## config.mk

```make
export PLATFORM = sky130hd
export DESIGN_NAME = i2s_dac_tx
export DESIGN_NICKNAME = d
export VERILOG_FILES = /design/src/rtl/i2s_dac_tx.sv
export SDC_FILE = /design/constraint.sdc
export NUM_CORES = 1
export LEC_CHECK = 0
export CORE_UTILIZATION = 50
export DETAILED_ROUTE_END_ITERATION = 10
export PLACE_DENSITY = 0.79
export SETUP_SLACK_MARGIN = 0.4
export SLEW_MARGIN = 0
export SYNTH_ARGS = -nofsm -noshare
export SYNTH_HDL_FRONTEND = slang
export SYNTH_SLANG_ARGS = --single-unit
```

## constraint.sdc

```tcl
create_clock -name clk -period 6.9 [get_ports clk]
set_input_delay 2.07 -clock clk [delete_from_list [all_inputs] [get_ports clk]]
set_output_delay 2.07 -clock clk [all_outputs]
set_load 0.1 [all_outputs]
```

## src/rtl/i2s_dac_tx.sv

```systemverilog
// I2S DAC transmitter: per-channel sample FIFOs fed by a valid/ready sink,
// serialized MSB-first onto dacdat as a slave to the codec's BCLK/DACLRCK.
module i2s_dac_tx #(
  parameter int WIDTH = 24,
  parameter int DEPTH = 4,
  parameter int AW    = 2
) (
  input  logic             clk,
  input  logic             reset,
  input  logic [WIDTH-1:0] in_data,
  input  logic             in_channel,
  input  logic             in_valid,
  output logic             in_ready,
  input  logic             bclk,
  input  logic             daclrck,
  output logic             dacdat,
  output logic             underflow,
  input  logic             clear_underflow
);

  localparam int CW = $clog2(WIDTH + 1);
  localparam logic [CW-1:0] WIDTH_CNT = CW'(WIDTH);

  typedef enum logic [1:0] {
    ST_IDLE  = 2'd0,
    ST_DELAY = 2'd1,
    ST_SHIFT = 2'd2,
    ST_PAD   = 2'd3
  } state_t;

  logic bclk_meta_q, bclk_sync_q, bclk_hist_q;
  logic lrck_meta_q, lrck_sync_q, lrck_hist_q;
  logic bclk_fall_s, lrck_edge_s, new_ch_s;

  logic [WIDTH-1:0] mem_q [2][DEPTH];
  logic [AW:0]      wr_ptr_q [2];
  logic [AW:0]      rd_ptr_q [2];
  logic [1:0]       full_s, empty_s, push_s, pop_s;
  logic [WIDTH-1:0] head_s;

  state_t           state_q;
  logic [WIDTH-1:0] shift_q;
  logic [CW-1:0]    bit_cnt_q;
  logic             dacdat_q;
  logic             underflow_q;

  always_ff @(posedge clk) begin
    if (reset) begin
      bclk_meta_q <= 1'b0;
      bclk_sync_q <= 1'b0;
      bclk_hist_q <= 1'b0;
      lrck_meta_q <= 1'b0;
      lrck_sync_q <= 1'b0;
      lrck_hist_q <= 1'b0;
    end else begin
      bclk_meta_q <= bclk;
      bclk_sync_q <= bclk_meta_q;
      bclk_hist_q <= bclk_sync_q;
      lrck_meta_q <= daclrck;
      lrck_sync_q <= lrck_meta_q;
      lrck_hist_q <= lrck_sync_q;
    end
  end

  assign bclk_fall_s = bclk_hist_q & ~bclk_sync_q;
  assign lrck_edge_s = lrck_hist_q ^ lrck_sync_q;
  assign new_ch_s    = lrck_sync_q;

  always_comb begin
    full_s  = 2'b00;
    empty_s = 2'b00;
    for (int c = 0; c < 2; c++) begin
      full_s[c]  = (wr_ptr_q[c][AW] != rd_ptr_q[c][AW]) &&
                   (wr_ptr_q[c][AW-1:0] == rd_ptr_q[c][AW-1:0]);
      empty_s[c] = (wr_ptr_q[c] == rd_ptr_q[c]);
    end
  end

  // Ready uses only the registered full flag, so a same-cycle pop cannot open the sink.
  assign in_ready  = in_channel ? ~full_s[1] : ~full_s[0];
  assign push_s[0] = in_valid & in_ready & ~in_channel;
  assign push_s[1] = in_valid & in_ready & in_channel;
  assign pop_s[0]  = lrck_edge_s & ~new_ch_s & ~empty_s[0];
  assign pop_s[1]  = lrck_edge_s & new_ch_s & ~empty_s[1];
  assign head_s    = mem_q[new_ch_s][rd_ptr_q[new_ch_s][AW-1:0]];

  always_ff @(posedge clk) begin
    for (int c = 0; c < 2; c++) begin
      if (push_s[c]) begin
        mem_q[c][wr_ptr_q[c][AW-1:0]] <= in_data;
      end
    end
  end

  always_ff @(posedge clk) begin
    if (reset) begin
      for (int c = 0; c < 2; c++) begin
        wr_ptr_q[c] <= '0;
        rd_ptr_q[c] <= '0;
      end
    end else begin
      for (int c = 0; c < 2; c++) begin
        if (push_s[c]) begin
          wr_ptr_q[c] <= wr_ptr_q[c] + 1'b1;
        end
        if (pop_s[c]) begin
          rd_ptr_q[c] <= rd_ptr_q[c] + 1'b1;
        end
      end
    end
  end

  // A frame start outranks any bit action; a coincident BCLK fall is spent on the delay slot.
  always_ff @(posedge clk) begin
    if (reset) begin
      state_q     <= ST_IDLE;
      shift_q     <= '0;
      bit_cnt_q   <= '0;
      dacdat_q    <= 1'b0;
      underflow_q <= 1'b0;
    end else begin
      if (lrck_edge_s && empty_s[new_ch_s]) begin
        underflow_q <= 1'b1;
      end else if (clear_underflow) begin
        underflow_q <= 1'b0;
      end

      if (lrck_edge_s) begin
        shift_q   <= empty_s[new_ch_s] ? '0 : head_s;
        bit_cnt_q <= WIDTH_CNT;
        if (bclk_fall_s) begin
          dacdat_q <= 1'b0;
          state_q  <= ST_SHIFT;
        end else begin
          state_q  <= ST_DELAY;
        end
      end else if (bclk_fall_s) begin
        case (state_q)
          ST_DELAY: begin
            dacdat_q <= 1'b0;
            state_q  <= ST_SHIFT;
          end
          ST_SHIFT: begin
            dacdat_q  <= shift_q[WIDTH-1];
            shift_q   <= {shift_q[WIDTH-2:0], 1'b0};
            bit_cnt_q <= bit_cnt_q - 1'b1;
            if (bit_cnt_q == {{(CW-1){1'b0}}, 1'b1}) begin
              state_q <= ST_PAD;
            end
          end
          ST_PAD, ST_IDLE: begin
            dacdat_q <= 1'b0;
          end
          default: begin
            dacdat_q <= 1'b0;
            state_q  <= ST_IDLE;
          end
        endcase
      end
    end
  end

  assign dacdat    = dacdat_q;
  assign underflow = underflow_q;

endmodule

```

==> run metrics <==
Post-CTS Setup Inserts 0; Int Pwr 2460 uW; CP Max Fanout 4; Final HPWL DP 10.8 mm; CP max-delay cell nor4b_1; VDD IR max 165 uV; Ys Warns 0; CP required 4.83 ns; Core Area 18900 sq um; top cells by instance count after synthesis 204 x edfxtp_1, 94 x mux2i_1, 46 x o22ai_1; Buf/Inv on CP 2; Final Critical Period 5.48 ns; Largest delay share family, worst path buffers and inverters; leakage dissipation 0.00372 uW; WS Path Type input port to output port; Fillers 1432; Final #Nets 718; largest net degree at the start of global routing 51; Initial Utilization 51.6%; status finished clean; post-synthesis sequential area ratio 70.8%; Routed wire per std cell 20.2 microns; Post-synth EDFFs 204; Hold Crit Class register to register; antenna-violating nets left 0; Total Routing Usage GR 19.6%; Skew-Pair Late Insertion Delay 0.52 ns; vias in the first global route 5896; I/O Pins 34; Final Slew Violations 0; ys async rst share 0%; CTS H-Tree Depth 1; final worst slack 1.42 ns; initial DRC count 537; Remaining DRCs 0; die width 142 microns; max_cap viols 0; first-pass GRT wire length 30.3 mm; power per standard cell area 283 nW/um^2; Primary FF master, synth edfxtp_1; Post-Syn Instances 644; Area Overhead vs Synth 13.7%; synth top area cells edfxtp_1 63%, mux2i_1 9.6%, dfxtp_1 8.0%, o22ai_1 3.0%, o2111ai_1 2.1%; most frequent cell after synthesis edfxtp_1; Comb pwr share 7.1%; Overflow after GRT 0; max frequency 182 MHz; Routed WL 19.2 mm; CTS Sinks 243; post-CTS resize count 0; crit path cell chain clkdlybuf4s50_1 -> nor4b_1 -> nor2b_1 -> buf_4; clock-pin slew on the worst setup and hold paths 0.06 ns; share of cells above drive strength 1 8.54%; initial antenna violation count 0; Root Driver clkbuf_16; post-synth top area cell edfxtp_1; antenna cell count 0; Critical Path AT 3.41 ns; Clk network pwr share 39.9%; Switching Share 21.8%; placed inst area 10300 sq um; crit end category output port; Num CTS Buffers 24; Cell Rows 50; startpoint types input port; CTS tree built; Final Cell Area 11100 sq um; Die ar. 20100 sq um; Switch Pwr 684 uW; Synth top area share 62.8%; Max Root-Sink Buffers 3; Port Buffers 33; vias per inst 5.84; DP Worst Slack 1.45 ns; Worst Skew 0.0241 ns; Slew Limit Headroom 17.1%; Syn Nets 689; final hold violations 0; GP Congestion 0.738; vias 5555; synth unique cells 38; Die Y 142 microns; final setup fails 0; Syn Std Cell Area 9750 sq um; cts hold-fix bufs 0; syn avg cell area 15.1 sq um; Pre-antenna DRT Iters 7; Worst Max-Slew Pin Slew 1.24 ns; Yosys reg bits 243; Seq pwr share 53.0%; final period utilization 79.4%; RSZ-0062 raised after global routing no; Fin Setup TNS 0 ns; max incr delay on CP 0.52 ns
-- worst register-to-register path: cells and delay by family, from the launching register on --
kind / cells / cell delay [ns]
AND/OR/NAND/NOR: 3 / 1.26
buffers and inverters: 2 / 1.03
flip-flops: 1 / 0.32
XOR/XNOR: 1 / 0.28
-- layout by cell type, fill, tap and decap left out, drive strengths merged, types with 14 or more instances in the layout --
cell type | Yosys | final
o22ai | 46 | 46
dfxtp | 39 | 39
o21ai | 24 | 24
nor2 | 42 | 42
clkdlybuf4s50 | 0 | 32
a211oi | 24 | 24
ha | 14 | 14
edfxtp | 204 | 204
inv | 18 | 18
clkbuf | 25 | 33
o2111ai | 23 | 23
mux2i | 94 | 94
-- through the flow --
stage | cells | util, % | hold slack, ns | power [uW]
CTS | 951 | 58.7 | 0.463 | 3150
floorplan | 644 | - | 0.414 | 1840
finish | 951 | 58.7 | 0.456 | 3140
global placement | 907 | 54.6 | 0.435 | 1900
detailed placement | 907 | 54.6 | 0.447 | 1910
global route | 951 | 58.7 | 0.475 | 3230
-- registers in the layout (all words and copies together), names as in the netlist, 2 cells and up --
register and cells:
state_q 2, wr_ptr_q 6, shift_q 24, bit_cnt_q 5, rd_ptr_q 6, mem_q 192
-- cell type report --
cell class	count	area (sq um)	area share, %
clock buffer	33	684	6.17
inverter	18	67.6	0.609
multi-input combinational	341	2600	23.4
tap	260	325	2.93
timing repair buffer	45	418	3.77
sequential	243	6910	62.3
clock inverter	11	87.6	0.790
-- power groups by stage --
stage	combinational, uW	sequential (uW)	clock [uW]
6_report	222	1670	1250
5_1_grt	241	1670	1320
4_1_cts	222	1670	1260
3_5_place_dp	218	1700	0
3_3_place_gp	210	1690	0
2_1_floorplan	146	1690	0
-- path summary, 6_finish.rpt --
check                      start      endpoint  slack [ns]  cells after the start
setup / recovery      in_channel      in_ready        1.42                      4
hold / removal       lrck_meta_q   lrck_sync_q        0.46                      1
setup reg to reg  rd_ptr_q[0][1]  mem_q[0][61]        3.70                      6
hold reg to reg      lrck_meta_q   lrck_sync_q        0.46                      1
-- cells by family (layout without fill, tap and decap cells) --
logic type,count (synthesis),in the layout,share of synthesized area [%]
buffers and inverters,60,107,2.67
adders and majority gates,14,14,1.80
DFF,243,243,70.8
xor gates and xnor gates,13,13,1.17
AOI/OAI and AO/OA,133,133,9.18
muxes,96,96,9.99
and+or+nand+nor,85,85,4.39
-- routing by layer --
layer  part of all wire, %  wire length (microns)  up-vias  GRT usage [%]
li1                      -                      -     2546              -
met1                    39                   7480     2752           23.6
met2                    52                   9940      204           35.3
met3                   5.6                   1070       53           2.73
met4                   3.6                    685        0           8.21
met5                     0                      0        -              0
(Power assumes the default switching activity.)
